**src/rtl/msb_scan_stream.sv**
```systemverilog
// msb_scan_stream: chunked MSB/LSB set-bit position finder with
// valid/ready input and output handshakes.
//
// Ports:
//   clk, rst_n          clock, synchronous active-low reset
//   in_valid/in_ready   input handshake
//   in_data [WIDTH]     word to scan
//   in_mode             0 = highest set bit, 1 = lowest set bit
//   out_valid/out_ready output handshake
//   out_pos [POS_W]     absolute bit index of the found bit
//   out_zero            word was all zeros
//   busy                block is scanning or holding a result
module msb_scan_stream #(
    parameter int WIDTH = 64,
    parameter int CHUNK = 8,
    parameter int POS_W = 8
) (
    input  logic             clk,
    input  logic             rst_n,
    input  logic             in_valid,
    output logic             in_ready,
    input  logic [WIDTH-1:0] in_data,
    input  logic             in_mode,
    output logic             out_valid,
    input  logic             out_ready,
    output logic [POS_W-1:0] out_pos,
    output logic             out_zero,
    output logic             busy
);

    localparam int NCH = WIDTH / CHUNK;
    localparam int KW  = (NCH > 1) ? $clog2(NCH) : 1;
    localparam int CW  = (CHUNK > 1) ? $clog2(CHUNK) : 1;

    typedef enum logic [1:0] {
        S_IDLE,
        S_SCAN,
        S_DONE
    } state_e;

    state_e             state_q, state_d;
    logic [KW-1:0]      k_q, k_d;
    logic [WIDTH-1:0]   word_q, word_d;
    logic               mode_q, mode_d;
    logic [POS_W-1:0]   pos_q, pos_d;
    logic               zero_q, zero_d;

    // Word viewed as an array of chunks; chunk 0 holds the LSBs.
    logic [NCH-1:0][CHUNK-1:0] chunks;
    logic [KW-1:0]             msb_idx;
    logic [CHUNK-1:0]          chunk;
    logic                      chunk_nz;
    logic                      last_chunk;
    logic [CW-1:0]             hi_idx;
    logic [CW-1:0]             lo_idx;
    logic [31:0]               base_lsb;
    logic [31:0]               base_msb;
    logic [31:0]               abs_pos;

    assign chunks = word_q;

    // MSB mode walks chunks from the top, LSB mode from the bottom.
    always_comb begin
        msb_idx    = KW'(NCH - 1) - k_q;
        chunk      = mode_q ? chunks[k_q] : chunks[msb_idx];
        chunk_nz   = |chunk;
        last_chunk = (k_q == KW'(NCH - 1));
    end

    // Highest set bit inside the current chunk.
    always_comb begin
        hi_idx = '0;
        for (int i = 0; i < CHUNK; i++) begin
            if (chunk[i]) hi_idx = CW'(i);
        end
    end

    // Lowest set bit inside the current chunk.
    always_comb begin
        lo_idx = '0;
        for (int i = CHUNK - 1; i >= 0; i--) begin
            if (chunk[i]) lo_idx = CW'(i);
        end
    end

    // Chunk-relative index plus the chunk's bit offset in the word.
    always_comb begin
        base_lsb = 32'(k_q) * 32'(CHUNK);
        base_msb = 32'(WIDTH - CHUNK) - base_lsb;
        if (mode_q) abs_pos = base_lsb + 32'(lo_idx);
        else        abs_pos = base_msb + 32'(hi_idx);
    end

    // State register.
    always_ff @(posedge clk) begin
        if (!rst_n) begin
            state_q <= S_IDLE;
            k_q     <= '0;
            word_q  <= '0;
            mode_q  <= 1'b0;
            pos_q   <= '0;
            zero_q  <= 1'b0;
        end else begin
            state_q <= state_d;
            k_q     <= k_d;
            word_q  <= word_d;
            mode_q  <= mode_d;
            pos_q   <= pos_d;
            zero_q  <= zero_d;
        end
    end

    // Next-state logic.
    always_comb begin
        state_d = state_q;
        k_d     = k_q;
        word_d  = word_q;
        mode_d  = mode_q;
        pos_d   = pos_q;
        zero_d  = zero_q;
        unique case (state_q)
            S_IDLE: begin
                if (in_valid && in_ready) begin
                    word_d  = in_data;
                    mode_d  = in_mode;
                    k_d     = '0;
                    state_d = S_SCAN;
                end
            end
            S_SCAN: begin
                if (chunk_nz) begin
                    pos_d   = POS_W'(abs_pos);
                    zero_d  = 1'b0;
                    state_d = S_DONE;
                end else if (last_chunk) begin
                    pos_d   = '0;
                    zero_d  = 1'b1;
                    state_d = S_DONE;
                end else begin
                    k_d = k_q + KW'(1);
                end
            end
            S_DONE: begin
                if (out_ready) state_d = S_IDLE;
            end
            default: state_d = S_IDLE;
        endcase
    end

    // Outputs; in_ready is gated by rst_n so no word is taken in reset.
    always_comb begin
        in_ready  = (state_q == S_IDLE) && rst_n;
        out_valid = (state_q == S_DONE);
        busy      = (state_q != S_IDLE);
        out_pos   = pos_q;
        out_zero  = zero_q;
    end

endmodule

```
**config.mk**
```make
export PLATFORM = sky130hd
export DESIGN_NAME = msb_scan_stream
export DESIGN_NICKNAME = d
export VERILOG_FILES = /design/src/rtl/msb_scan_stream.sv
export SDC_FILE = /design/constraint.sdc
export NUM_CORES = 1
export LEC_CHECK = 0
export ABC_AREA = 1
export CAP_MARGIN = 25
export CORE_UTILIZATION = 45
export DETAILED_ROUTE_END_ITERATION = 10
export GPL_TIMING_DRIVEN = 0
export PLACE_DENSITY = 0.82
export SKIP_CTS_REPAIR_TIMING = 1
export SYNTH_ARGS = -nofsm -noshare
export SYNTH_HDL_FRONTEND = slang
export SYNTH_SLANG_ARGS = --single-unit
```
**constraint.sdc**
```tcl
create_clock -name clk -period 1.9 [get_ports clk]
set_clock_uncertainty 0.15 [all_clocks]
set_input_delay 0.475 -clock clk [delete_from_list [all_inputs] [get_ports clk]]
set_output_delay 0.475 -clock clk [all_outputs]
set_load 0.03 [all_outputs]
```
# Word-level counts from Yosys, hierarchy flattened
# Index checks and enable logic that the tools add are counted.
# W data, S select, Z words.
# word_totals
word_cells	66
inputBits	69
register_bits	79
output_inout_bits	12
# op_classes
magnitude_cmp	2
add_sub_neg	5
n_reduce_logical	11
eq_ne	8
mux	34
# op_table
operator	n
$mux W3	17
$bmux W8 S3	2
$mux W8	6
$add A7 B4 Y8	1
$lt A3 B4 Y1 const B	2
$mux W2	4
$reduce_or A8 Y1	1
$add A6 B3 Y7	1
$sub A6 B6 Y7 const A	1
$ne A2 B2 Y1 const B	3
$pmux W2 S3	1
$pmux W3 S2	1
$reduce_bool A2 Y1	3
$reduce_and A2 Y1	2
$reduce_and A4 Y1	1
$add A3 B1 Y3 const B	1
$eq A3 B3 Y1 const B	1
$mux W1	3
$ne A3 B3 Y1 const B	1
$reduce_and A3 Y1	1
$sub A3 B3 Y3 const A	1
$eq A2 B1 Y1 const B	1
$eq A2 B2 Y1 const B	1
$logic_and A1 B1 Y1	2
2 further kinds	2

# Logic depth before layout (Yosys ltp)
# depth
ltp_word	15
ltp_mapped	20
ltp_nobuf	18

# Worst setup path before layout
# No wires, ideal clock.
# synth_timing
kind	reg-to-reg
from	register state_q[1]
to	register word_q[14], in the netlist chunks[14]
synth_period_minus_slack_ps	2164
t_arrival_ps	1885
required_ps	1622
setup_time_ps	128
path_buffers	2
setup_slack_ps	-264
stages_incl_launch_ff	9
cell_sequence	dfxtp_1 -> nor2_1 -> inv_1 -> nor2_1 -> nand2_1 -> clkbuf_1 -> clkbuf_1 -> o21ai_0 -> a21oi_1
# synth_between
elab_chain_len	4
# synth_rtl
item	line	rtl
start, declared	41	state_e state_q, state_d;
start signal, assigned	104	state_q <= state_d;
$logic_not A2 Y1	152	in_ready = (state_q == S_IDLE) && rst_n;
$logic_and A1 B1 Y1	152	
net in_ready	21	output logic in_ready,
$logic_and A1 B1 Y1	123	if (in_valid && in_ready) begin
$reduce_and A2 Y1 (no line)	-	
end signal, assigned	106	word_q <= word_d;
end, declared	43	logic [WIDTH-1:0] word_q, word_d;
# The timed path passes the listed nets, and every way through them passes these cells.
# A chain may end at the register's enable or synchronous reset.

# Worst setup path in the final report
# layout_timing
from	register k_q[1]
to	register pos_q[2], in the netlist out_pos[2]
# layout_between
elab_chain_len	15
elab_cells_between_ends	29
classes_between	add/sub (3); eq/ne (1); mux (22); reduce/logical (3)
# layout_rtl
item	line	rtl
start, declared	42	logic [KW-1:0] k_q, k_d;
start signal, assigned	105	k_q <= k_d;
$sub A3 B3 Y3	64	msb_idx = KW'(NCH - 1) - k_q;
$bmux W8 S3	65	chunk = mode_q ? chunks[k_q] : chunks[msb_idx];
$mux W8 (implied by the code)	65	
$mux W8	65	
$mux W3 (8 in a row)	82	if (chunk[i]) lo_idx = CW'(i);
$add A6 B3 Y7	90	if (mode_q) abs_pos = base_lsb + 32'(lo_idx);
$mux W8	90	
$mux W8	131	if (chunk_nz) begin
end signal, assigned	108	pos_q <= pos_d;
end, declared	45	logic [POS_W-1:0] pos_q, pos_d;
# Parallel ways exist; a longest one is shown, timed or not. The select of a mux whose other input is x is not followed.

==> summary by stage <==
Routing
The remaining antenna violation count after routing is 0. The first TritonRoute pass finished after 5 iterations. For this block, the initial DRC count from the detailed router was between 300 and 400. The via density per instance is 5.43. After detailed routing, the average wire length per cell comes to between 15 and 20 µm. After detailed routing, the number of remaining DRC violations is 0. The total detailed-routing wirelength is 15.1 mm. The routed layout has roughly 4700 vias.

Clock tree
The CTS tree is done. The clock passes through at most 2 buffers. The clock slew at the register clock pins of the worst setup and hold paths is approximately 90 ps. The number of buffers created by CTS is 9. The H-tree was split into 3 levels. The later pin in the worst-skew pair is clocked with a latency of ~370 ps.

The clock net in this run drives a total of 77 sinks. The cell at the root of the clock tree is sky130_fd_sc_hd__clkbuf_8.

Die
In this run the core area contains 35 standard-cell rows. The standard cell core area is roughly 9200 µm². The I/O pin total is 81.

Once the floorplan was initialized, standard cells occupied a little under half of the core. The die is between 90 and 100 µm wide. The full die area is ~10000 µm². The height of the die is 99.2 µm.

Yosys
The main flop type after synthesis is sky130_fd_sc_hd__dfxtp_1. In this run the biggest area consumer among cell types represents a little over a third of the synthesized area. The number of standard cells after synthesis is about 660. The post-synthesis sequential area ratio is approximately 36%. The Yosys step of the flow raised 0 warnings. The number of flops mapped to enable cells by yosys is 0. The fraction of registers with async set or reset after synthesis is 0%. Sorting the synthesized cells by how often they occur yields 193 x sky130_fd_sc_hd__nand2_1, 89 x sky130_fd_sc_hd__a21oi_1, 77 x sky130_fd_sc_hd__dfxtp_1, 77 x sky130_fd_sc_hd__inv_1, 69 x sky130_fd_sc_hd__o21ai_0. In this run, synthesis produced a sequential element count of between 70 and 80.

After synthesis, the netlist uses 27 different library cells. By area the synthesized netlist is led by sky130_fd_sc_hd__dfxtp_1 36%, sky130_fd_sc_hd__nand2_1 17%, sky130_fd_sc_hd__a21oi_1 10%. Averaged over all synthesized cells, the footprint is ~6.5 µm². The top cell type by total area after synthesis is sky130_fd_sc_hd__dfxtp_1. sky130_fd_sc_hd__nand2_1 is the most common cell in the netlist.

The post-synthesis instance area is between 4000 and 5000 µm².

Placed design
The final RePlAce weighted congestion is roughly 0.91. The post-detailed-placement cell area is between 5000 and 6000 µm². The number of buffers added on ports is 78. The total half-perimeter wirelength after legalization and detailed placement is around 11 mm.

Layout
The finished cells cover 5640 µm². For this run, the post-layout net count is just over 800. The fraction of layout cells with a size suffix above 1 is 13.8%. The antenna diode count is 0. The layout-stage area growth over the synthesis result is 32.6%.

Timing
The number of setup violations in the final report is 14. Setup repair after global routing could not meet its margin everywhere. For the pin with the worst max-slew slack, the measured transition is a little under 600 ps. The final-report max-slew violation count is 0. The ratio of final minimum period to clock period is 125%. The smallest clock period supported by the final layout is computed as roughly 2400 ps. The post-route worst hold slack is 317 ps. After layout, the worst setup slack is -475 ps. The number of failing hold endpoints at the final stage is 0. The max-slew headroom at the worst pin is roughly 61%.

Static timing analysis puts the maximum clock frequency at 0.421 GHz.

Setup path
The type of element launching the critical path is a register. At the worst endpoint, the required time is 2000 ps. In this run the worst path has a maximum fanout of 10. The critical path in this run is classified as reg -> reg. Data on the critical path arrives at its endpoint at approximately 2500 ps.

The type of element capturing the critical path is a register.

Global routing
The number of antenna violations at the first check in global routing is 0. The maximum number of pins on one net before global-route repair is 14. The first-pass GRT wire length is around 23 mm.

The global route total overflow is 0. The via count of the first global-routing pass is ~4600. Across every metal layer, demand over resource in global routing totals 31.3%.

Power and ir drop
The switching power total is roughly 1500 µW. The total power per unit cell area is 794 nW/µm². Net switching is between 30% and 40% of the power. The clock network burns 32.5% of the power. The combinational cell fraction of total power is between 20% and 30%. The worst supply voltage drop on vdd is 0.000358 V. Summed over all cells, the static leakage comes to ~0.0026 µW. The relative contribution of sequential cells to total power is roughly 40%. The internal portion of the total power is about 3000 µW.

Outcome
The run finished, with violations left. The checks that failed: negative setup slack.

Flow run
Across the run, the number of max-cap violations was 0.

Worst hold path
The tightest min-delay check is of the reg -> reg type.
worst max-delay path: stages, from the launching register on:
cell and delay, ps:
sky130_fd_sc_hd__dfxtp_1 360, sky130_fd_sc_hd__buf_4 170, sky130_fd_sc_hd__clkbuf_4 240, sky130_fd_sc_hd__a21oi_1 70
sky130_fd_sc_hd__o21ai_2 100, sky130_fd_sc_hd__nand2_1 70, sky130_fd_sc_hd__nand2_1 60, sky130_fd_sc_hd__nand2_1 90
sky130_fd_sc_hd__nor2_4 190, sky130_fd_sc_hd__nand2_4 80, sky130_fd_sc_hd__nor2_4 140, sky130_fd_sc_hd__nand2_2 70
sky130_fd_sc_hd__inv_2 60, sky130_fd_sc_hd__nand2_2 60, sky130_fd_sc_hd__nand2_4 110, sky130_fd_sc_hd__inv_4 50
sky130_fd_sc_hd__o21ai_2 110, sky130_fd_sc_hd__nor2_2 40
logic make-up (layout without fill, tap and decap cells):
logic type / Yosys count / in the layout / share of synthesized area, %
and+or+nand+nor: 256 / 256 / 24.8
AOI/OAI and AO/OA: 195 / 195 / 25.0
DFF: 77 / 77 / 36.3
other: 1 / 2 / 0.0882
adders and majority gates: 2 / 2 / 0.589
buffers and inverters: 127 / 224 / 13.2
stage by stage:
stage	util, %	setup slack [ps]	total power, µW	std cells	TNS, ps
floorplan	-	-121	2530	659	-506
global placement	56.4	-967	2920	848	-63790
detailed placement	56.4	-991	2940	848	-64800
CTS	58.8	-697	4360	864	-41490
global route	61.3	-641	4670	867	-7710
finish	61.3	-475	4470	867	-5210
cell usage in the layout, fill, tap and decap left out, types with 2 or more instances in the layout:
master	instances
sky130_fd_sc_hd__nand2_1	188
sky130_fd_sc_hd__a21oi_1	87
sky130_fd_sc_hd__inv_1	77
sky130_fd_sc_hd__dfxtp_1	76
sky130_fd_sc_hd__clkdlybuf4s50_1	68
sky130_fd_sc_hd__o21ai_0	62
sky130_fd_sc_hd__nand3_1	34
sky130_fd_sc_hd__o211ai_1	21
sky130_fd_sc_hd__buf_4	17
sky130_fd_sc_hd__o21ai_1	12
sky130_fd_sc_hd__clkbuf_2	11
sky130_fd_sc_hd__clkbuf_8	10
sky130_fd_sc_hd__dlymetal6s2s_1	9
sky130_fd_sc_hd__nor2_1	8
sky130_fd_sc_hd__nor2_4	8
sky130_fd_sc_hd__clkbuf_4	7
sky130_fd_sc_hd__buf_6	7
sky130_fd_sc_hd__o21ai_2	6
sky130_fd_sc_hd__nand2_2	6
sky130_fd_sc_hd__nor2_2	5
sky130_fd_sc_hd__nand2_4	4
sky130_fd_sc_hd__clkbuf_1	4
sky130_fd_sc_hd__buf_2	4
sky130_fd_sc_hd__o211ai_2	4
sky130_fd_sc_hd__a21oi_2	2
sky130_fd_sc_hd__inv_2	2
sky130_fd_sc_hd__inv_4	2
sky130_fd_sc_hd__ha_1	2
sky130_fd_sc_hd__conb_1	2
sky130_fd_sc_hd__clkinvlp_4	2
sky130_fd_sc_hd__bufinv_16	2
path summary, 6_finish.rpt:
path / startpoint / end / slack [ps] / cells after the start
worst max-delay path: k_q[1]$_SDFFE_PN0P_ / out_pos[2]$_SDFFE_PN0P_ / -480 / 17
worst min-delay path: out_pos[5]$_SDFFE_PN0P_ / out_pos[5]$_SDFFE_PN0P_ / 320 / 2
worst max register to register: k_q[1]$_SDFFE_PN0P_ / out_pos[2]$_SDFFE_PN0P_ / -480 / 17
worst min register to register: out_pos[5]$_SDFFE_PN0P_ / out_pos[5]$_SDFFE_PN0P_ / 320 / 2
layer usage:
layer	GRT usage [%]	vias up	part of all wire (%)
met4	10.6	0	3.0
met5	0	-	0
met1	37.7	2178	41
li1	-	2311	-
met2	56.1	182	48
met3	5.76	38	7.4
registers in the layout, indices dropped and copies added (netlist names):
| register | flops |
|---|---|
| state_q | 2 |
| chunks | 64 |
| mode_q | 1 |
| k_q | 3 |
| out_pos | 6 |
| out_zero | 1 |
final cells by class:
cell class | count | area (µm²)
Fill cell | 894 | 3560
Multi-Input combinational cell | 455 | 2260
Sequential cell | 77 | 1540
Timing Repair Buffer | 81 | 823
Clock buffer | 11 | 141
Clock inverter | 5 | 83.8
Inverter | 81 | 309
Tap cell | 111 | 139
Buffer | 46 | 335
power groups by stage:
stage / registers (µW) / clock network, µW / logic (µW)
final: 1790 / 1450 / 1230
after global routing: 1800 / 1510 / 1350
after CTS: 1790 / 1450 / 1120
after detailed placement: 1830 / 0 / 1110
after global placement: 1820 / 0 / 1090
after floorplan: 1830 / 0 / 695
No activity file was read; power rests on OpenSTA's default activity.
